$ cat src/rtl/score_display.sv
// Score readout: high-score tracker, sequential double-dabble to BCD, four-digit active-low scan.
// Optional macro SCORE_LEADING_ZERO_BLANK_EN blanks leading-zero digits 3..1.
module score_display #(
  parameter int SCAN_DIV = 1
) (
  input  logic        segclk,
  input  logic        rst,
  input  logic        en,
  input  logic [19:0] score,
  input  logic        show_high,
  output logic [19:0] high,
  output logic [7:0]  seg,
  output logic [3:0]  an
);

  typedef enum logic [1:0] {IDLE, SHIFT, DONE} state_t;

  state_t      state_q, state_d;
  logic [13:0] bin_q, bin_d;
  logic [15:0] bcd_q, bcd_d;
  logic [3:0]  cnt_q, cnt_d;
  logic        src_high_q, src_high_d;
  logic [15:0] disp_bcd_q, disp_bcd_d;
  logic        disp_high_q, disp_high_d;
  logic [7:0]  div_q, div_d;
  logic [1:0]  dig_q, dig_d;
  logic [19:0] high_q, high_d;
  logic [7:0]  seg_q, seg_d;
  logic [3:0]  an_q, an_d;

  logic [19:0] src;
  logic [13:0] sat;
  logic [15:0] bcd_adj;
  logic [3:0]  nib;
  logic [3:0]  lz;
  logic        blank;
  logic        dp_n;

  function automatic logic [6:0] seg7(input logic [3:0] n);
    case (n)
      4'd0: seg7 = 7'h40;
      4'd1: seg7 = 7'h79;
      4'd2: seg7 = 7'h24;
      4'd3: seg7 = 7'h30;
      4'd4: seg7 = 7'h19;
      4'd5: seg7 = 7'h12;
      4'd6: seg7 = 7'h02;
      4'd7: seg7 = 7'h78;
      4'd8: seg7 = 7'h00;
      4'd9: seg7 = 7'h10;
      default: seg7 = 7'h7F;
    endcase
  endfunction

  always_comb begin
    state_d     = state_q;
    bin_d       = bin_q;
    bcd_d       = bcd_q;
    cnt_d       = cnt_q;
    src_high_d  = src_high_q;
    disp_bcd_d  = disp_bcd_q;
    disp_high_d = disp_high_q;
    div_d       = div_q;
    dig_d       = dig_q;
    high_d      = high_q;

    if (score > high_q) high_d = score;

    // Uses the pre-update high so a simultaneous new record shows next conversion.
    src = show_high ? high_q : score;
    sat = (src > 20'd9999) ? 14'd9999 : src[13:0];

    for (int i = 0; i < 4; i++) begin
      bcd_adj[i*4 +: 4] = (bcd_q[i*4 +: 4] >= 4'd5) ? bcd_q[i*4 +: 4] + 4'd3 : bcd_q[i*4 +: 4];
    end

    case (state_q)
      IDLE: begin
        if (en) begin
          bin_d      = sat;
          bcd_d      = 16'd0;
          src_high_d = show_high;
          cnt_d      = 4'd13;
          state_d    = SHIFT;
        end
      end
      SHIFT: begin
        {bcd_d, bin_d} = {bcd_adj, bin_q} << 1;
        if (cnt_q == 4'd0) state_d = DONE;
        else               cnt_d   = cnt_q - 4'd1;
      end
      DONE: begin
        disp_bcd_d  = bcd_q;
        disp_high_d = src_high_q;
        state_d     = IDLE;
      end
      default: state_d = IDLE;
    endcase

    if (div_q == 8'(SCAN_DIV - 1)) begin
      div_d = 8'd0;
      dig_d = dig_q + 2'd1;
    end else begin
      div_d = div_q + 8'd1;
    end

    nib = disp_bcd_q[{dig_q, 2'b00} +: 4];
    lz[0] = 1'b0;
`ifdef SCORE_LEADING_ZERO_BLANK_EN
    lz[3] = (disp_bcd_q[15:12] == 4'd0);
    lz[2] = lz[3] && (disp_bcd_q[11:8] == 4'd0);
    lz[1] = lz[2] && (disp_bcd_q[7:4] == 4'd0);
`else
    lz[3:1] = 3'b000;
`endif
    blank = lz[dig_q];
    dp_n  = !((dig_q == 2'd0) && disp_high_q);

    if (en) begin
      an_d  = ~(4'b0001 << dig_q);
      seg_d = {dp_n, blank ? 7'h7F : seg7(nib)};
    end else begin
      an_d  = 4'hF;
      seg_d = 8'hFF;
    end
  end

  always_ff @(posedge segclk or posedge rst) begin
    if (rst) begin
      state_q     <= IDLE;
      bin_q       <= '0;
      bcd_q       <= '0;
      cnt_q       <= '0;
      src_high_q  <= 1'b0;
      disp_bcd_q  <= '0;
      disp_high_q <= 1'b0;
      div_q       <= '0;
      dig_q       <= '0;
      high_q      <= '0;
      seg_q       <= 8'hFF;
      an_q        <= 4'hF;
    end else begin
      state_q     <= state_d;
      bin_q       <= bin_d;
      bcd_q       <= bcd_d;
      cnt_q       <= cnt_d;
      src_high_q  <= src_high_d;
      disp_bcd_q  <= disp_bcd_d;
      disp_high_q <= disp_high_d;
      div_q       <= div_d;
      dig_q       <= dig_d;
      high_q      <= high_d;
      seg_q       <= seg_d;
      an_q        <= an_d;
    end
  end

  assign high = high_q;
  assign seg  = seg_q;
  assign an   = an_q;

endmodule

$ cat config.mk
export PLATFORM = sky130hd
export DESIGN_NAME = score_display
export DESIGN_NICKNAME = d
export VERILOG_FILES = /design/src/rtl/score_display.sv
export SDC_FILE = /design/constraint.sdc
export NUM_CORES = 1
export LEC_CHECK = 0
export CAP_MARGIN = 10
export CELL_PAD_IN_SITES_DETAIL_PLACEMENT = 0
export CELL_PAD_IN_SITES_GLOBAL_PLACEMENT = 1
export CORE_ASPECT_RATIO = 0.6
export CORE_UTILIZATION = 35
export CTS_CLUSTER_SIZE = 24
export DETAILED_ROUTE_END_ITERATION = 8
export DONT_BUFFER_PORTS = 1
export PLACE_DENSITY = 0.55
export SLEW_MARGIN = 10
export SYNTH_ARGS = -nofsm -noshare
export SYNTH_HDL_FRONTEND = slang
export SYNTH_SLANG_ARGS = --single-unit
export TNS_END_PERCENT = 10
$ cat constraint.sdc
create_clock -name segclk -period 3.18 [get_ports segclk]
set_input_delay 0.318 -clock segclk [delete_from_list [all_inputs] [get_ports segclk]]
set_output_delay 0.318 -clock segclk [all_outputs]
set_load 0.1 [all_outputs]
# Yosys cells after proc, flatten, opt, wreduce, memory -nomap -nowiden
# Memory sizes are Yosys's and may differ from the RTL's.
# Index checks and enable logic that the tools add are counted.
dict set report totals {
  regBits 96
  out_inout_bits 32
  memories 1
  mem_bits_ro 112
  in_bits 24
}
dict set report op_classes {
  n_eq_ne 5
  muxes 22
  n_reduce_logical 11
  shift 2
  order_cmp 7
  n_addsub 7
  bitwise 1
}
# name depth width rd rd_ports_with_merged_regs write_ports line
set memory_table {}
lappend memory_table {{(no name shown)} 16 7 1 0 0 40} ;# case (n)
# op n
set op_table {}
lappend op_table {{$pmux 16 s2} 1}
lappend op_table {{$mux 14} 2}
lappend op_table {{$pmux 14 s2} 1}
lappend op_table {{$mux 4} 6}
lappend op_table {{$gt 20x14->1 const B} 1}
lappend op_table {{$gt 20x20->1} 1}
lappend op_table {{$mux 20} 1}
lappend op_table {{$ge 4x3->1 const B} 4}
lappend op_table {{$mux 16} 1}
lappend op_table {{$mux 8} 2}
lappend op_table {{$shiftx 16x5->4} 1}
lappend op_table {{$add 4x2->4 const B} 3}
lappend op_table {{$add 8x1->8 const B} 1}
lappend op_table {{$logic_not 8->1} 1}
lappend op_table {{$pmux 4 s2} 1}
lappend op_table {{$mux 7} 1}
lappend op_table {{$ne 2x2->1 const B} 3}
lappend op_table {{$reduce_and 2->1} 3}
lappend op_table {{$logic_not 2->1} 2}
lappend op_table {{$logic_not 4->1} 1}
lappend op_table {{$mux 2} 2}
lappend op_table {{$not 4->4} 1}
lappend op_table {{$pmux 2 s2} 1}
lappend op_table {{$shl 1x2->4 const A} 1}
lappend op_table {{13 further kinds} 13}

# Logic depth before layout (Yosys ltp)
# Gate-level depths: netlist of run 1.
dict set report logic_depth {
  depth_word 5
  depth_mapped 9
  mapped_depth_nobuf 8
}

# Least setup slack after synthesis of run 1
# Ideal clock, no wire load.
dict set report synth_path {
  path_type {register to register}
  startpoint {register high_q[19] (netlist: high[19])}
  endpoint {register high_q[10] (netlist: high[10])}
  t_arrival_ps 2952
  synth_period_minus_slack_ps 3078
  path_slack_ps 102
  setup_ps 126
  path_stages_with_launch 9
  t_required_ps 3054
  cell_sequence {dfrtp_1 inv_1 ha_1 nand4_1 or3_4 or4_1 o21ai_2 buf_6 mux2_2}
}
dict set report synth_between {
  elab_chain_cells 1
}
# element line
set synth_lines {}
lappend synth_lines {{start, declared} 27} ;# logic [19:0] high_q, high_d;
lappend synth_lines {{start signal, assigned} 152} ;# high_q <= high_d;
lappend synth_lines {{$gt 20x20->1} 67} ;# if (score > high_q) high_d = score;
# Every way passes these cells.
# A chain may end at the register's enable or synchronous reset.

# Final worst setup path of run 1
dict set report layout_path {
  startpoint {register high_q[17] (netlist: high[17])}
  endpoint {register high_q[3] (netlist: high[3])}
}
# Same word-level chain as after synthesis.

==> results of run 1 <==
synth_stat cells (6+ instances only):
| cell type | count | area, um^2 |
|---|---|---|
| a21oi_1 | 24 | 120 |
| a22oi_1 | 6 | 45.0 |
| clkbuf_1 | 15 | 56.3 |
| dfrtp_1 | 84 | 2100 |
| dfstp_2 | 12 | 315 |
| ha_1 | 40 | 500 |
| inv_1 | 37 | 139 |
| mux2_2 | 30 | 338 |
| mux2i_1 | 15 | 150 |
| nand2_1 | 32 | 120 |
| nand2b_1 | 7 | 43.8 |
| nand3_1 | 10 | 50.1 |
| nor2_1 | 17 | 63.8 |
| o21ai_0 | 38 | 190 |
| o22ai_1 | 12 | 75.1 |
| xnor2_1 | 12 | 105 |
where the power goes:
part	total, uW	internal [uW]	switching, uW	leakage (uW)
Clock	1050	567	484	0.000143
Combinational	3110	1020	2090	0.00120
Sequential	2260	1700	554	0.00119
Total	6420	3290	3120	0.00253
layer usage:
metal	GRT usage [%]	routed length [um]	share of wire (%)	vias up
li1	-	-	-	1668
met4	3.43	66	0.59	0
met1	27.6	6570	58	1659
met2	19.8	4110	37	56
met5	0	0	0	-
met3	4.43	507	4.5	6
worst max-delay path, cell delays in order, from the launching register on:
cell,delay [ns]
dfrtp_1,0.35
inv_1,0.04
ha_1,0.29
a21oi_1,0.16
nor2b_1,0.06
o21ai_0,0.27
or4b_2,0.64
o21ai_2,0.18
buf_4,0.23
mux2_2,0.36
registers in the layout, summed over array words and instances (netlist names), 2 cells and up:
signal      flops
bin_q          14
bcd_q          16
an              4
dig_q           2
seg             8
disp_bcd_q     16
high           20
cnt_q           4
state_q         2
div_q           8
layout make-up:
type	instances	area share [%]
sequential	96	42.9
clock buffer	11	4.30
inverter	37	2.51
timing repair buffer	28	4.04
clock inverter	5	0.777
tap	192	4.26
multi-input combinational	305	41.2
cell usage in the layout (no fill, tap or decap), types with 6 or more instances in the layout:
cell type	instances
dfrtp_1	84
ha_1	40
o21ai_0	38
inv_1	36
nand2_1	32
mux2_2	30
buf_4	25
a21oi_1	24
nor2_1	17
mux2i_1	15
xnor2_1	12
o22ai_1	12
dfstp_2	12
nand3_1	10
clkbuf_16	9
nand2b_1	7
a22oi_1	6
metrics by stage:
| stage | util (%) | setup slack (ns) | power (uW) | hold WS [ns] | cell area (um^2) |
|---|---|---|---|---|---|
| after floorplan | - | 0.102 | 4680 | 0.397 | 4970 |
| after CTS | 41.0 | 0.487 | 6490 | 0.00233 | 5640 |
| after detailed placement | 38.8 | 0.528 | 5400 | 0.253 | 5330 |
| after global placement | 38.8 | 0.537 | 5360 | 0.256 | 5330 |
| after global routing | 41.0 | 0.377 | 6860 | 0.00483 | 5640 |
| final | 41.0 | 0.476 | 6420 | 0.0209 | 5640 |
cells by family after synthesis:
kind of cell	count (synthesis)	share of synthesized area, %
adders and majority gates	40	10.1
muxes	49	11.6
DFF	96	48.6
xor gates and xnor gates	14	2.47
and+or+nand+nor	99	10.0
AOI/OAI and AO/OA	103	12.6
buffers and inverters	56	4.56
worst paths after layout:
kind / depth (start not counted) / endpoint / from
max: 9 / high[3]$_DFFE_PP0N_ / high[17]$_DFFE_PP0N_
max in group asynchronous: 3 / seg[1]$_DFF_PP1_ / rst
min in group asynchronous: 2 / high[15]$_DFFE_PP0N_ / rst
min: 1 / an[1]$_DFF_PP1_ / en
max reg2reg: 9 / high[3]$_DFFE_PP0N_ / high[17]$_DFFE_PP0N_
min reg2reg: 1 / seg[7]$_DFF_PP1_ / disp_high_q$_DFFE_PP0N_
repair_timing:
| action | 4_1_cts | 5_1_grt |
|---|---|---|
| endpoints found under the hold margin | 39 | 0 |
| setup endpoints to repair | 0 | 0 |
| hold buffers | 2 | 0 |
==> reports/qor.csv, run 1 <==
stage,metric,value,unit
yosys,synth_edf_count,0,
detailed_routing,post_drt_via_cell_ratio,5.03,
yosys,ys_ff_latch,96,
worst_setup_path,critical_path_required,3.40,ns
yosys,yosysWarnings,0,
clock_tree,cts_tree,yes,
grt,grt_pass1_wl,18300,um
timing,post-route-min-period,2.70,ns
timing,fin_crit_sh,85.0,%
die,num_rows,33,
timing,skew,0.0104,ns
layout,regArea,0.00242,mm^2
layout,multi_input_area,0.00233,mm^2
clock_tree,clockRootBuffer,clkbuf_16,
yosys,async_flop_share,100,%
clock_tree,clockBufferDepth,2,
layout,drive_gt1_share,19.3,%
clock_tree,numCtsBuffers,9,
clock_tree,clk_latency,0.34,ns
worst_setup_path,rrSetupSlack,0.48,ns
run_status,status,"complete, no violations",
yosys,synth_cells,457,
placement,place_inst,656,
layout,final_nets,541,
yosys,synth_ff_type,dfrtp_1,
timing,hold_viol,0,
worst_hold_path,hp-class,primary input to register,
yosys,synth.cell_area,0.00497,mm^2
layout,insertedDiodeCount,0,
clock_tree,clock-sinks,96,
detailed_routing,vias,3389,
grt,overflow,0,
timing,tns,0,ns
die,die_y,94.3,um
clock_tree,cts_resized,0,
detailed_routing,wl_per_cell,16.7,um
layout,area_growth,13.5,%
die,pin_count,56,
detailed_routing,firstDrtPassIters,4,
grt,antenna_found_initial,0,
worst_setup_path,arrival,2.93,ns
grt,grt_pass1_vias,3306,
timing,timing.slew.headroom,34.5,%
yosys,syn_area_per_cell,10.9,um^2
timing,rsz0062_at_grt,false,
yosys,synth_fp_nets,521,
detailed_routing,drt_first_iter_violations,205,
die,die_w,156,um
die,initial_utilization,36.1,%
grt,grt_start_max_net_pins,63,
placement,gp_congestion,0.796,
detailed_routing,drt-total-wl,11300,um
worst_setup_path,path_class,register to register,
detailed_routing,drc,0,
placement,io_buffers,0,
placement,place_hpwl,8350,um
detailed_routing,detail-route-antenna-nets,0,
timing,worst-slew-pin-transition,0.983,ns
timing,drv_slew,0,
die,core_area,0.0137,mm^2
yosys,ys_seq_area_share,48.6,%
clock_tree,clkTransAtPathRegs,0.07,ns
power_and_ir_drop,p_per_area,1140,mW/mm^2
run,cap_viol_max_count,0,
timing,setup_viol,0,
worst_setup_path,cp_max_fo,10,
grt,track_usage,16.5,%
layout,fin_cells,674,
clock_tree,post-cts-setup-buffers,0,
power_and_ir_drop,ir_drop,0.593,mV
worst_setup_path,critPathCaptureType,register,
layout,n_fill_cell,1358,
clock_tree,htreeDepth,3,
power_and_ir_drop,power_leakage,0.00253,uW
yosys,ys_types,45,
die,die-area,0.0147,mm^2
timing,fmax,0.370,GHz
worst_setup_path,startpoint_type,register,
Note: power is estimated with default switching activity, not from simulation.
==> run 2: changes to the inputs <==
==> constraint.sdc (replaced) <==
create_clock -name segclk -period 3.38 [get_ports segclk]
set_input_delay 0.338 -clock segclk [delete_from_list [all_inputs] [get_ports segclk]]
set_output_delay 0.338 -clock segclk [all_outputs]
set_load 0.1 [all_outputs]
==> reports/qor.csv, run 2 (synthesis results as in run 1) <==
stage,metric,value,unit
timing,post-route-min-period,2.61,ns
clock_tree,htreeDepth,3,
timing,rsz0062_at_grt,false,
power_and_ir_drop,total_power,6050,uW
grt,overflow,0,
clock_tree,clockBufferDepth,2,
worst_setup_path,arrival,2.85,ns
die,die-area,0.0147,mm^2
timing,hold_viol,0,
power_and_ir_drop,ir_drop,0.445,mV
timing,drv_slew,0,
clock_tree,clockRootBuffer,clkbuf_16,
clock_tree,numCtsBuffers,9,
power_and_ir_drop,p_per_area,1080,mW/mm^2
timing,fmax,0.383,GHz
layout,largest_reg_flops,20,
grt,grt_start_max_net_pins,60,
power_and_ir_drop,power_leakage,0.00252,uW
clock_tree,cts_tree,yes,
die,num_rows,33,
worst_hold_path,hp-class,primary input to async pin,
worst_setup_path,cp_max_fo,11,
clock_tree,post-cts-setup-buffers,0,
detailed_routing,drt-total-wl,11300,um
placement,gp_congestion,0.801,
layout,final_nets,540,
detailed_routing,vias,3330,
detailed_routing,post_drt_via_cell_ratio,4.95,
clock_tree,clk_latency,0.35,ns
layout,insertedDiodeCount,0,
die,pin_count,56,
detailed_routing,drc,0,
layout,regArea,0.00242,mm^2
timing,fin_crit_sh,77.3,%
grt,antenna_found_initial,0,
timing,timing.slew.headroom,36.1,%
die,die_y,94.3,um
worst_setup_path,critPathCaptureType,register,
die,initial_utilization,36.1,%
timing,setup_viol,0,
worst_setup_path,path_class,register to register,
die,core_area,0.0137,mm^2
detailed_routing,firstDrtPassIters,5,
worst_setup_path,critical_path_required,3.62,ns
clock_tree,clock-sinks,96,
grt,grt_pass1_vias,3226,
timing,worst-slew-pin-transition,0.959,ns
layout,n_fill_cell,1374,
clock_tree,clkTransAtPathRegs,0.07,ns
worst_setup_path,startpoint_type,register,
grt,grt_pass1_wl,18200,um
layout,layout_common_cells,"dfrtp_1, ha_1, o21ai_0",
detailed_routing,drt_first_iter_violations,193,
timing,tns,0,ns
detailed_routing,wl_per_cell,16.7,um
run,cap_viol_max_count,0,
placement,io_buffers,0,
grt,track_usage,16.4,%
detailed_routing,detail-route-antenna-nets,0,
layout,drive_gt1_share,19.8,%
timing,skew,0.0126,ns
die,die_w,156,um
layout,area_growth,12.9,%
layout,mostFrequentLayoutCell,dfrtp_1,
run_status,status,"complete, no violations",
placement,place_hpwl,8250,um
layout,multi_input_area,0.00233,mm^2
clock_tree,postCtsHoldBufs,0,
clock_tree,cts_resized,0,
worst_setup_path,rr_worst_depth,9,
run 2: cell count changes in the layout (fill, tap and decap cells not counted), sizes merged:
cell	before	now
buf	26	27
clkbuf	11	9
clkinv	0	2
dlygate4sd3	2	0
run 2: worst max-delay path, cell delays in order (launching register included):
cell	delay, ns
dfrtp_1	0.36
inv_1	0.05
ha_1	0.28
nand2_1	0.13
or3_4	0.18
a211oi_1	0.08
or4b_2	0.66
o21ai_2	0.17
buf_4	0.23
mux2_2	0.35
run 2: path summary, 6_finish.rpt:
check / from / end / slack, ns
worst max-delay path: high[15]$_DFFE_PP0N_ / high[9]$_DFFE_PP0N_ / 0.77
worst min-delay path: rst / high[2]$_DFFE_PP0N_ / 0.004
worst max register to register: high[15]$_DFFE_PP0N_ / high[9]$_DFFE_PP0N_ / 0.77
worst min register to register: disp_high_q$_DFFE_PP0N_ / seg[7]$_DFF_PP1_ / 0.44
max in group asynchronous: rst / disp_bcd_q[13]$_DFFE_PP0N_ / 2.58
min in group segclk: en / an[3]$_DFF_PP1_ / 0.02
run 2: power breakdown:
group | internal [uW] | switching (uW) | total [uW] | leakage, uW
Clock | 516 | 486 | 1000 | 0.000145
Sequential | 1600 | 517 | 2120 | 0.00119
Combinational | 958 | 1970 | 2920 | 0.00119
run 2: cell type report:
cell class                      instances  share of cell area, %
Sequential cell                        96                   43.1
Tap cell                              192                   4.28
Inverter                               37                   2.52
Clock buffer                            9                   4.01
Multi-Input combinational cell        305                   41.4
Clock inverter                          7                   1.07
Timing Repair Buffer                   27                   3.61
run 2: routing by layer:
metal | up-vias | global-route usage [%] | wire length, um
li1 | 1661 | - | -
met1 | 1610 | 27.1 | 6470
met2 | 52 | 20.1 | 4230
met3 | 7 | 4.80 | 502
met4 | 0 | 2.94 | 68
met5 | - | 0 | 0
run 2: per-stage QoR:
stage / hold slack [ns] / utilization, % / worst slack, ns / cells / instance area (um^2)
after floorplan: 0.397 / - / 0.302 / 457 / 4970
after global placement: 0.381 / 38.7 / 0.795 / 657 / 5330
after detailed placement: 0.383 / 38.7 / 0.784 / 657 / 5330
after CTS: 0.00707 / 40.8 / 0.760 / 673 / 5610
after global routing: 0.00443 / 40.8 / 0.639 / 673 / 5610
final: 0.00426 / 40.8 / 0.768 / 673 / 5610
